**config.mk**
```make
export PLATFORM = sky130hd
export DESIGN_NAME = seg7_mux_driver_flat
export DESIGN_NICKNAME = d
export VERILOG_FILES = /design/src/rtl/seg7_if.sv /design/src/rtl/seg7_mux_driver.sv /design/src/flat_wrapper.sv
export SDC_FILE = /design/constraint.sdc
export NUM_CORES = 1
export LEC_CHECK = 0
export CORE_ASPECT_RATIO = 0.5
export CORE_UTILIZATION = 35
export CTS_CLUSTER_SIZE = 24
export DETAILED_ROUTE_END_ITERATION = 7
export SLEW_MARGIN = 10
export SYNTH_ARGS = -nofsm -noshare
export SYNTH_HDL_FRONTEND = slang
export SYNTH_SLANG_ARGS = --single-unit
```
**constraint.sdc**
```tcl
create_clock -name CLK -period 2.2 [get_ports CLK]
set_clock_uncertainty 0.05 [all_clocks]
set_input_delay 0.33 -clock CLK [delete_from_list [all_inputs] [get_ports CLK]]
set_output_delay 0.33 -clock CLK [all_outputs]
set_load 0.01 [all_outputs]
```
**src/rtl/seg7_if.sv**
```systemverilog
// Bus between score/game logic and the multiplexed seven-segment driver:
// digit data and display controls in, anode/cathode pins and frame pulse out.
interface seg7_if #(
  parameter int NUM_DIGITS = 4
);
  logic [4*NUM_DIGITS-1:0] bin;
  logic [NUM_DIGITS-1:0]   dot;
  logic [NUM_DIGITS-1:0]   blank;
  logic                    load;
  logic                    lz_suppress;
  logic [3:0]              bright;
  logic [NUM_DIGITS-1:0]   seg_select;
  logic [7:0]              hex;
  logic                    frame;

  modport master (
    output bin, dot, blank, load, lz_suppress, bright,
    input  seg_select, hex, frame
  );

  modport slave (
    input  bin, dot, blank, load, lz_suppress, bright,
    output seg_select, hex, frame
  );
endinterface

```
**src/rtl/seg7_mux_driver.sv**
```systemverilog
// Time-multiplexed N-digit seven-segment driver with frame-synchronous loading,
// leading-zero suppression, per-digit blank/dot and PWM brightness.
module seg7_mux_driver #(
  parameter int NUM_DIGITS  = 4,
  parameter int REFRESH_DIV = 100000,
  parameter int CNT_W       = 17
) (
  input  logic  CLK,
  input  logic  RESET_N,
  seg7_if.slave bus
);

  localparam int                DW        = $clog2(NUM_DIGITS);
  localparam logic [CNT_W-1:0]  SLOT_MAX  = CNT_W'(REFRESH_DIV - 1);
  localparam logic [DW-1:0]     DIGIT_MAX = DW'(NUM_DIGITS - 1);

  // Scan timing
  logic [CNT_W-1:0] slot_cnt;
  logic [DW-1:0]    digit;
  logic [3:0]       pwm_cnt;
  logic             frame_q;

  // Shadow (written any time) and active (changed only at frame boundary) copies
  logic [4*NUM_DIGITS-1:0] shadow_bin, act_bin;
  logic [NUM_DIGITS-1:0]   shadow_dot, act_dot;
  logic [NUM_DIGITS-1:0]   shadow_blank, act_blank;
  logic                    pending;
  logic                    live;

  logic [NUM_DIGITS-1:0] seg_q;
  logic [7:0]            hex_q;

  logic slot_last, frame_edge;

  assign slot_last  = (slot_cnt == SLOT_MAX);
  assign frame_edge = slot_last && (digit == DIGIT_MAX);

  function automatic logic [6:0] seg_font(input logic [3:0] nib);
    case (nib)
      4'h0:    seg_font = 7'b1000000;
      4'h1:    seg_font = 7'b1111001;
      4'h2:    seg_font = 7'b0100100;
      4'h3:    seg_font = 7'b0110000;
      4'h4:    seg_font = 7'b0011001;
      4'h5:    seg_font = 7'b0010010;
      4'h6:    seg_font = 7'b0000010;
      4'h7:    seg_font = 7'b1111000;
      4'h8:    seg_font = 7'b0000000;
      4'h9:    seg_font = 7'b0010000;
      4'hA:    seg_font = 7'b0001000;
      4'hB:    seg_font = 7'b0000011;
      4'hC:    seg_font = 7'b1000110;
      4'hD:    seg_font = 7'b0100001;
      4'hE:    seg_font = 7'b0000110;
      default: seg_font = 7'b0001110;
    endcase
  endfunction

  always_ff @(posedge CLK or negedge RESET_N) begin
    if (!RESET_N) begin
      slot_cnt <= '0;
      digit    <= '0;
      pwm_cnt  <= '0;
      frame_q  <= 1'b0;
    end else begin
      // NOTE: state registers use <= so every flop samples pre-edge values;
      // blocking here would make later statements see already-updated state.
      slot_cnt <= slot_last ? '0 : slot_cnt + CNT_W'(1);
      if (slot_last)
        digit <= (digit == DIGIT_MAX) ? '0 : digit + DW'(1);
      pwm_cnt <= pwm_cnt + 4'd1;
      frame_q <= frame_edge;
    end
  end

  // NOTE: shadow/active are a handful of flops, not a RAM, so they take the
  // async reset like everything else and the display starts from a known state.
  always_ff @(posedge CLK or negedge RESET_N) begin
    if (!RESET_N) begin
      shadow_bin   <= '0;
      shadow_dot   <= '0;
      shadow_blank <= '0;
      act_bin      <= '0;
      act_dot      <= '0;
      act_blank    <= '0;
      pending      <= 1'b0;
      live         <= 1'b0;
    end else begin
      if (bus.load) begin
        shadow_bin   <= bus.bin;
        shadow_dot   <= bus.dot;
        shadow_blank <= bus.blank;
      end
      if (frame_edge) begin
        // A strobe landing on the boundary cycle bypasses the shadow copy
        if (bus.load) begin
          act_bin   <= bus.bin;
          act_dot   <= bus.dot;
          act_blank <= bus.blank;
          live      <= 1'b1;
        end else if (pending) begin
          act_bin   <= shadow_bin;
          act_dot   <= shadow_dot;
          act_blank <= shadow_blank;
          live      <= 1'b1;
        end
        pending <= 1'b0;
      end else if (bus.load) begin
        pending <= 1'b1;
      end
    end
  end

  // upper_zero[d]: active nibbles d..NUM_DIGITS-1 are all zero
  logic [NUM_DIGITS-1:0] upper_zero;
  logic [3:0]            cur_nib;
  logic                  suppress;
  logic [7:0]            hex_d;
  logic [NUM_DIGITS-1:0] seg_d;

  always_comb begin
    logic run;
    // NOTE: every combinational output gets a default before any branch;
    // a path that leaves one unassigned would infer a latch.
    upper_zero = '0;
    run        = 1'b1;
    for (int d = NUM_DIGITS - 1; d >= 0; d--) begin
      run           = run & (act_bin[4*d +: 4] == 4'd0);
      upper_zero[d] = run;
    end
  end

  always_comb begin
    cur_nib  = act_bin[int'(digit)*4 +: 4];
    suppress = bus.lz_suppress && (digit != '0) && upper_zero[digit];

    hex_d = 8'hFF;
    if (live && !act_blank[digit]) begin
      hex_d[7]   = ~act_dot[digit];
      hex_d[6:0] = suppress ? 7'h7F : seg_font(cur_nib);
    end

    // Slot position 0 is a dead cycle so the outgoing digit never ghosts
    seg_d = '1;
    if (live && (slot_cnt != '0) && (pwm_cnt <= bus.bright))
      seg_d[digit] = 1'b0;
  end

  always_ff @(posedge CLK or negedge RESET_N) begin
    if (!RESET_N) begin
      seg_q <= '1;
      hex_q <= 8'hFF;
    end else begin
      seg_q <= seg_d;
      hex_q <= hex_d;
    end
  end

  assign bus.seg_select = seg_q;
  assign bus.hex        = hex_q;
  assign bus.frame      = frame_q;

endmodule
```
**src/flat_wrapper.sv**
```systemverilog
// flat-port wrapper written by rule: the top's interface ports become plain ports
module seg7_mux_driver_flat 
#(
  parameter int NUM_DIGITS  = 4,
  parameter int REFRESH_DIV = 100000,
  parameter int CNT_W       = 17
)
  (CLK, RESET_N, bus_bin, bus_dot, bus_blank, bus_load, bus_lz_suppress, bus_bright, bus_seg_select, bus_hex, bus_frame);
  seg7_if #(.NUM_DIGITS(NUM_DIGITS)) bus_i ();
  input  logic CLK;
  input  logic RESET_N;
  input wire logic [$bits(bus_i.bin)-1:0] bus_bin;
  input wire logic [$bits(bus_i.dot)-1:0] bus_dot;
  input wire logic [$bits(bus_i.blank)-1:0] bus_blank;
  input wire logic [$bits(bus_i.load)-1:0] bus_load;
  input wire logic [$bits(bus_i.lz_suppress)-1:0] bus_lz_suppress;
  input wire logic [$bits(bus_i.bright)-1:0] bus_bright;
  output wire logic [$bits(bus_i.seg_select)-1:0] bus_seg_select;
  output wire logic [$bits(bus_i.hex)-1:0] bus_hex;
  output wire logic [$bits(bus_i.frame)-1:0] bus_frame;
  assign bus_i.bin = bus_bin;
  assign bus_i.dot = bus_dot;
  assign bus_i.blank = bus_blank;
  assign bus_i.load = bus_load;
  assign bus_i.lz_suppress = bus_lz_suppress;
  assign bus_i.bright = bus_bright;
  assign bus_seg_select = bus_i.seg_select;
  assign bus_hex = bus_i.hex;
  assign bus_frame = bus_i.frame;
  seg7_mux_driver #(.NUM_DIGITS(NUM_DIGITS), .REFRESH_DIV(REFRESH_DIV), .CNT_W(CNT_W)) u_core (.CLK(CLK), .RESET_N(RESET_N), .bus(bus_i));
endmodule
```
=== Word-level counts from Yosys, hierarchy flattened ===
Memories as Yosys holds them, arrays and structs flattened.
Cells that the tools add are included.

* Register bits: 86
* Word-level logic and storage cells: 69
* Memories kept: 1
* ROM bits: 112
* Input port bits: 32

* Eq/ne operators: 2
* Bitwise logic cells: 5
* Shift-type cells: 1
* Multiplexer cells: 23
* Magnitude comparators: 3
* $add $sub $neg: 3
* Reductions and logical operators: 17

{| class="wikitable"
|+ Memories
! memory !! words !! bits a word !! rd ports !! clocked after Yosys merged registers in !! wr ports !! RTL line !! source
|-
| (no name shown) || 16 || 7 || 1 || 0 || 0 || seg7_mux_driver.sv:39 || <nowiki>case (nib)</nowiki>
|}

{| class="wikitable"
|+ Operators by type and width
! cell !! number
|-
| $mux W16 || 2
|-
| $mux W4 || 5
|-
| $add A17 B1 Y17 const B || 1
|-
| $eq A17 B17 Y1 const B || 1
|-
| $mux W17 || 1
|-
| $reduce_bool A17 Y1 || 1
|-
| $logic_not A4 Y1 || 4
|-
| $shiftx A16 B5 Y4 || 1
|-
| $mux W1 || 8
|-
| $mux W8 || 1
|-
| $logic_and A1 B1 Y1 || 7
|-
| $mux W7 || 1
|-
| $bmux W1 S2 || 3
|-
| $reduce_bool A2 Y1 || 3
|-
| $add A4 B1 Y4 const B || 1
|-
| $le A4 B4 Y1 || 1
|-
| $not A4 Y4 || 1
|-
| $and A1 B1 Y1 || 3
|-
| $lt A2 B3 Y1 const B || 1
|-
| $add A2 B1 Y2 const B || 1
|-
| $demux W1 S2 || 1
|-
| $eq A2 B2 Y1 const B || 1
|-
| $ge A2 B1 Y1 const B || 1
|-
| $mux W2 || 1
|-
| other kinds (3) || 3
|}

=== Logic depth before layout (Yosys ltp) ===
* Depth after elaboration: 9
* Depth in mapped cells: 8
* Depth with buffers taken out: 7

=== Least setup slack after synthesis ===
No wires, ideal clock.

* Path type: reg2reg
* Start point: register u_core.digit[0]
* End point: register u_core.hex_q[3], in the netlist u_core.bus.hex[3]
* Data arrival time: 2.028 ns
* Setup time: 0.089 ns
* Period minus slack after synthesis: 2.166 ns
* Slack: 0.034 ns
* Stages on the path, launching flop included: 8
* Cells stage by stage: dfrtp_1 > buf_2 > mux4_2 > inv_1 > ha_1 > inv_1 > mux4_2 > nand2b_1

* Cells in the longest elaborated chain, start to end: 5
* Elaborated cells between the ends (all ways): 13
* Those cells by class: 1 x shift; 6 x mux; 5 x reduce/logical; 1 x memory

{| class="wikitable"
|+ Ends and longest elaborated chain
! element !! RTL line !! source
|-
| start, declared || seg7_mux_driver.sv:19 || <nowiki>logic [DW-1:0] digit;</nowiki>
|-
| start signal, assigned || seg7_mux_driver.sv:70 || <nowiki>digit <= (digit == DIGIT_MAX) ? '0 : digit + DW'(1);</nowiki>
|-
| parallel branches: the longest is 4 deep, another holds $mem_v2 Z16 W7 || -- ||
|-
| $mux W8 (*) || seg7_mux_driver.sv:138 || <nowiki>if (live && !act_blank[digit]) begin</nowiki>
|-
| named net u_core.hex_d[3] || seg7_mux_driver.sv:118 || <nowiki>logic [7:0] hex_d;</nowiki>
|-
| end signal, assigned || seg7_mux_driver.sv:152 || <nowiki>hex_q <= 8'hFF;</nowiki>
|-
| end signal, assigned || seg7_mux_driver.sv:155 || <nowiki>hex_q <= hex_d;</nowiki>
|-
| end, declared || seg7_mux_driver.sv:31 || <nowiki>logic [7:0] hex_q;</nowiki>
|}

Mark *: on every way through the listed nets, which the timed path passes. The select of a mux whose other input is x is not followed.
A chain may end at the register's enable or synchronous reset.

=== Worst setup path after layout ===
* Start point: register u_core.slot_cnt[11]
* End point: register u_core.act_bin[6]

* Cells in the longest elaborated chain, start to end: 3

{| class="wikitable"
|+ Ends and longest elaborated chain
! element !! RTL line !! source
|-
| start, declared || seg7_mux_driver.sv:18 || <nowiki>logic [CNT_W-1:0] slot_cnt;</nowiki>
|-
| start signal, assigned || seg7_mux_driver.sv:68 || <nowiki>slot_cnt <= slot_last ? '0 : slot_cnt + CNT_W'(1);</nowiki>
|-
| $eq A17 B17 Y1 || seg7_mux_driver.sv:35 || <nowiki>assign slot_last = (slot_cnt == SLOT_MAX);</nowiki>
|-
| $logic_and A1 B1 Y1 || seg7_mux_driver.sv:36 || <nowiki>assign frame_edge = slot_last && (digit == DIGIT_MAX);</nowiki>
|-
| $reduce_and A2 Y1 (no line) || -- ||
|-
| end signal, assigned || seg7_mux_driver.sv:97 || <nowiki>act_bin <= bus.bin;</nowiki>
|-
| end signal, assigned || seg7_mux_driver.sv:102 || <nowiki>act_bin <= shadow_bin;</nowiki>
|-
| end, declared || seg7_mux_driver.sv:24 || <nowiki>logic [4*NUM_DIGITS-1:0] shadow_bin, act_bin;</nowiki>
|}

Every way passes these cells.

==> run_results.csv <==
group,metric,value,unit
floorplan,io_pins,45,
sta,finalSetupViolations,0,
critical_path,critical_path_cell_by_cell,"nor4_2 -> nand2_1 -> nor3_2 -> nor3b_4 -> buf_12 -> mux2_2",
flow_run,timing.max_cap.violations,0,
global_routing,grt_pass1_vias,2703,
critical_path,worst-endpoint-required,2360,ps
power,sw_frac_of_total,19.0,%
critical_path,crit_type,"register to register",
critical_path,critPathLaunchType,"register",
power,p_seq_share,46.3,%
critical_path,critical-path-top-delay-family,"simple AND/OR/NAND/NOR gates",
logic_synthesis,synth.cell_area,0.00391,mm2
floorplan,chipWidth,151,um
global_routing,grt_start_max_net_pins,39,
run_status,run_status,"finished clean",
critical_path,critical_path_peak_fanout,24,
final_layout,antenna_cells_inserted,0,
logic_synthesis,synth.top_cell.area_share,47.4,%
global_routing,grt_util_all_layers,15.1,%
sta,hold_violation_count_in_the_final_report,0,
power,p_int,2870,uW
logic_synthesis,async_flop_share,100,%
sta,finalSetupTns,0,ps
floorplan,fp_rows,26,
clock_tree,numCtsBuffers,9,
routing,route.detailed.drc,0,
power,share_clk_of_total_power,48.7,%
logic_synthesis,biggest_area_consumer_among_synthesized_cells,"sky130_fd_sc_hd__dfrtp_1",
placement,instance_area_at_placement,0.00461,mm2
hold_path,hold_path_class,"register to register",
logic_synthesis,ys_seq_area_share,55.4,%
logic_synthesis,top_cells_by_area_synth,"sky130_fd_sc_hd__dfrtp_1 47%, sky130_fd_sc_hd__mux2_2 14%, sky130_fd_sc_hd__dfstp_2 8.1%",
sta,fin_crit_sh,94.3,%
routing,avgViaCountPerCell,4.94,
logic_synthesis,synth-main-ff-cell,"sky130_fd_sc_hd__dfrtp_1",
sta,worst_setup_margin,124,ps
placement,preCtsSetupSlack,23.7,ps
sta,timing_worst_slew_pin_value,595,ps
final_layout,post_route_cells_drive_above_1_share,28.7,%
clock_tree,clock-sinks,86,
placement,routabilityCongestion,0.796,
critical_path,critPathArrivalTime,2240,ps
floorplan,core_area,0.0105,mm2
power,vdd_drop_max,0.344,mV
sta,max_slew_margin,60.1,%
routing,routed_wire_length_per_instance,15.4,um
power,switchingPower,673,uW
routing,drt_pass1_iterations,4,
clock_tree,clock-root-buffer,"sky130_fd_sc_hd__clkbuf_16",
sta,timing.fmax,482,MHz
critical_path,critical-path-slowest-cell,"sky130_fd_sc_hd__dfrtp_1",
floorplan,start_util,37.1,%
power,pwr_density_cell,710,mW/mm2
final_layout,area_delta_synth_final,27.6,%
placement,dpl.hpwl,5.66,mm
logic_synthesis,postSynthAreaPerCell,13.0,um2
routing,dr_total_vias,2514,
logic_synthesis,synth-seq-cells,86,
logic_synthesis,number_of_warnings_printed_during_yosys_synthesis,0,
clock_tree,maximum_clock_path_buffer_count,2,
routing,routed_wire_length,7.84,mm
global_routing,grt_overflow_total,0,
global_routing,grt_pass1_wl,13.5,mm
logic_synthesis,number_of_standard_cells_after_synthesis,300,
floorplan,die_height,76.7,um
critical_path,max_stage_delay,390,ps
critical_path,critPathCaptureType,"register",
sta,min_period,2080,ps
sta,rsz_0062_raised_after_global_routing,"no",
routing,route.antenna.remaining_nets,0,
power,power_leakage,0.00220,uW
logic_synthesis,synthDistinctLibCells,42,
global_routing,antenna_found_initial,0,
placement,buffer_ports.inserted,44,
clock_tree,tritoncts_clock_tree,"yes",
sta,timing_max_transition_violations_final,0,
clock_tree,htree_depth,3,
final_layout,layout.nets,413,
routing,drtIter0Drc,126,
logic_synthesis,synth_edf_count,0,
critical_path,cp_num_buf_inv,1,
final_layout,postLayoutCellArea,0.00499,mm2
logic_synthesis,synthesized_netlist_net_count,349,
power,share_comb_of_total_power,5.1,%
clock_tree,clk_pin_slew,60,ps
floorplan,design.die.area,0.0116,mm2
clock_tree,clk_latency,330,ps
==> worst register-to-register path, delay by kind of cell, from the launching register on <==
| kind | cells | cell delay, ps |
|---|---|---|
| buffers and inverters | 1 | 220 |
| DFF | 1 | 390 |
| muxes | 1 | 380 |
| and+or+nand+nor | 4 | 920 |
==> per-stage QoR <==
| stage | std cells | power (uW) | utilization (%) | hold WS (ps) |
|---|---|---|---|---|
| 6_report | 509 | 3540 | 47.3 | 432 |
| 5_1_grt | 509 | 3680 | 47.3 | 457 |
| 4_1_cts | 507 | 3590 | 47.1 | 434 |
| 3_5_place_dp | 490 | 1850 | 43.8 | 298 |
| 3_3_place_gp | 490 | 1840 | 43.8 | 285 |
| 2_1_floorplan | 300 | 1730 | - | -15.6 |
==> final cells by class <==
type | count | area [um2]
repair buffers | 63 | 608
flip-flops and latches | 86 | 2170
inverters | 17 | 63.8
well taps | 140 | 175
fillers | 940 | 5550
multi-input cells | 187 | 1630
clock inverters | 4 | 95.1
clock buffers | 12 | 246
==> Yosys cell counts, types with 3 or more instances <==
| cell type | count |
|---|---|
| sky130_fd_sc_hd__nor4_1 | 6 |
| sky130_fd_sc_hd__ha_1 | 17 |
| sky130_fd_sc_hd__xor2_1 | 8 |
| sky130_fd_sc_hd__inv_1 | 17 |
| sky130_fd_sc_hd__o21a_1 | 3 |
| sky130_fd_sc_hd__nand3_1 | 13 |
| sky130_fd_sc_hd__a21oi_1 | 3 |
| sky130_fd_sc_hd__nor2_1 | 17 |
| sky130_fd_sc_hd__nor3_1 | 3 |
| sky130_fd_sc_hd__clkbuf_1 | 4 |
| sky130_fd_sc_hd__o21ai_0 | 6 |
| sky130_fd_sc_hd__nand4_1 | 7 |
| sky130_fd_sc_hd__xnor2_1 | 7 |
| sky130_fd_sc_hd__mux4_2 | 7 |
| sky130_fd_sc_hd__mux2_2 | 49 |
| sky130_fd_sc_hd__nand2_1 | 12 |
| sky130_fd_sc_hd__o211ai_1 | 3 |
| sky130_fd_sc_hd__dfstp_2 | 12 |
| sky130_fd_sc_hd__dfrtp_1 | 74 |
| sky130_fd_sc_hd__nor2b_1 | 4 |
==> logic make-up after synthesis <==
group	count (synthesis)	synth area share, %
flip-flops	86	55.4
AND/OR/NAND/NOR	74	10.0
multiplexers	59	18.9
buffers and inverters	27	3.04
AO/OA/AOI/OAI	22	3.74
adder cells (fa/ha/maj)	17	5.44
XOR/XNOR	15	3.36
==> flip-flops by register name, summed over array words and instances, names as in the netlist <==
name / cells
u_core.pending: 1
u_core.bus.seg_select: 4
u_core.act_blank: 4
u_core.pwm_cnt: 4
u_core.digit: 2
u_core.shadow_blank: 4
u_core.act_bin: 16
u_core.shadow_bin: 16
u_core.slot_cnt: 17
u_core.live: 1
u_core.bus.frame: 1
u_core.bus.hex: 8
u_core.act_dot: 4
u_core.shadow_dot: 4
==> cell usage in the layout, fill, tap and decap left out, types with 2 or more instances in the layout <==
master,count
sky130_fd_sc_hd__nor2b_1,4
sky130_fd_sc_hd__o211ai_1,3
sky130_fd_sc_hd__nor4_1,5
sky130_fd_sc_hd__buf_12,2
sky130_fd_sc_hd__buf_4,17
sky130_fd_sc_hd__clkbuf_16,9
sky130_fd_sc_hd__dfstp_2,12
sky130_fd_sc_hd__nor2_1,17
sky130_fd_sc_hd__mux2_2,49
sky130_fd_sc_hd__nand4_1,7
sky130_fd_sc_hd__o21a_1,3
sky130_fd_sc_hd__inv_1,17
sky130_fd_sc_hd__nand2_1,12
sky130_fd_sc_hd__xor2_1,8
sky130_fd_sc_hd__mux2i_1,2
sky130_fd_sc_hd__and3_1,2
sky130_fd_sc_hd__a21oi_1,3
sky130_fd_sc_hd__ha_1,17
sky130_fd_sc_hd__dfrtp_1,73
sky130_fd_sc_hd__clkdlybuf4s50_1,43
sky130_fd_sc_hd__nand3_1,13
sky130_fd_sc_hd__nor3b_1,2
sky130_fd_sc_hd__o21ai_0,6
sky130_fd_sc_hd__nor3_1,3
sky130_fd_sc_hd__clkbuf_1,2
sky130_fd_sc_hd__mux4_2,7
sky130_fd_sc_hd__xnor2_1,7
sky130_fd_sc_hd__bufinv_16,3
==> power groups by stage <==
| stage | clock (uW) | sequential, uW | combinational, uW |
|---|---|---|---|
| 6_report | 1720 | 1640 | 179 |
| 5_1_grt | 1840 | 1640 | 199 |
| 4_1_cts | 1770 | 1640 | 185 |
| 3_5_place_dp | 0 | 1670 | 184 |
| 3_3_place_gp | 0 | 1660 | 175 |
| 2_1_floorplan | 0 | 1660 | 66.9 |
==> routing by layer <==
metal / vias to the layer above / global-route usage [%] / wire [um]
li1: 1186 / - / -
met1: 1275 / 18.0 / 3460
met2: 44 / 26.7 / 4040
met3: 9 / 3.39 / 243
met4: 0 / 5.20 / 92
met5: - / 0 / 0
==> worst paths after layout <==
check | end | from | depth (start not counted) | slack, ps
max | u_core.act_bin[6] | u_core.slot_cnt[11] | 6 | 120
min | u_core.slot_cnt[0] | u_core.slot_cnt[0] | 1 | 430
max reg2reg | u_core.act_bin[6] | u_core.slot_cnt[11] | 6 | 120
min reg2reg | u_core.slot_cnt[0] | u_core.slot_cnt[0] | 1 | 430
max in group asynchronous | u_core.bus.hex[0] | RESET_N | 3 | 990
min in group asynchronous | u_core.pwm_cnt[3] | RESET_N | 2 | 470
==> timing repair <==
item / in CTS / in global routing
setup buffers: 0 / 2
resized for setup: 0 / 2
hold buffers: 1 / 0
endpoints found under the setup margin: 0 / 24
hold endpoints to repair: 28 / 0
(Power assumes the default switching activity.)
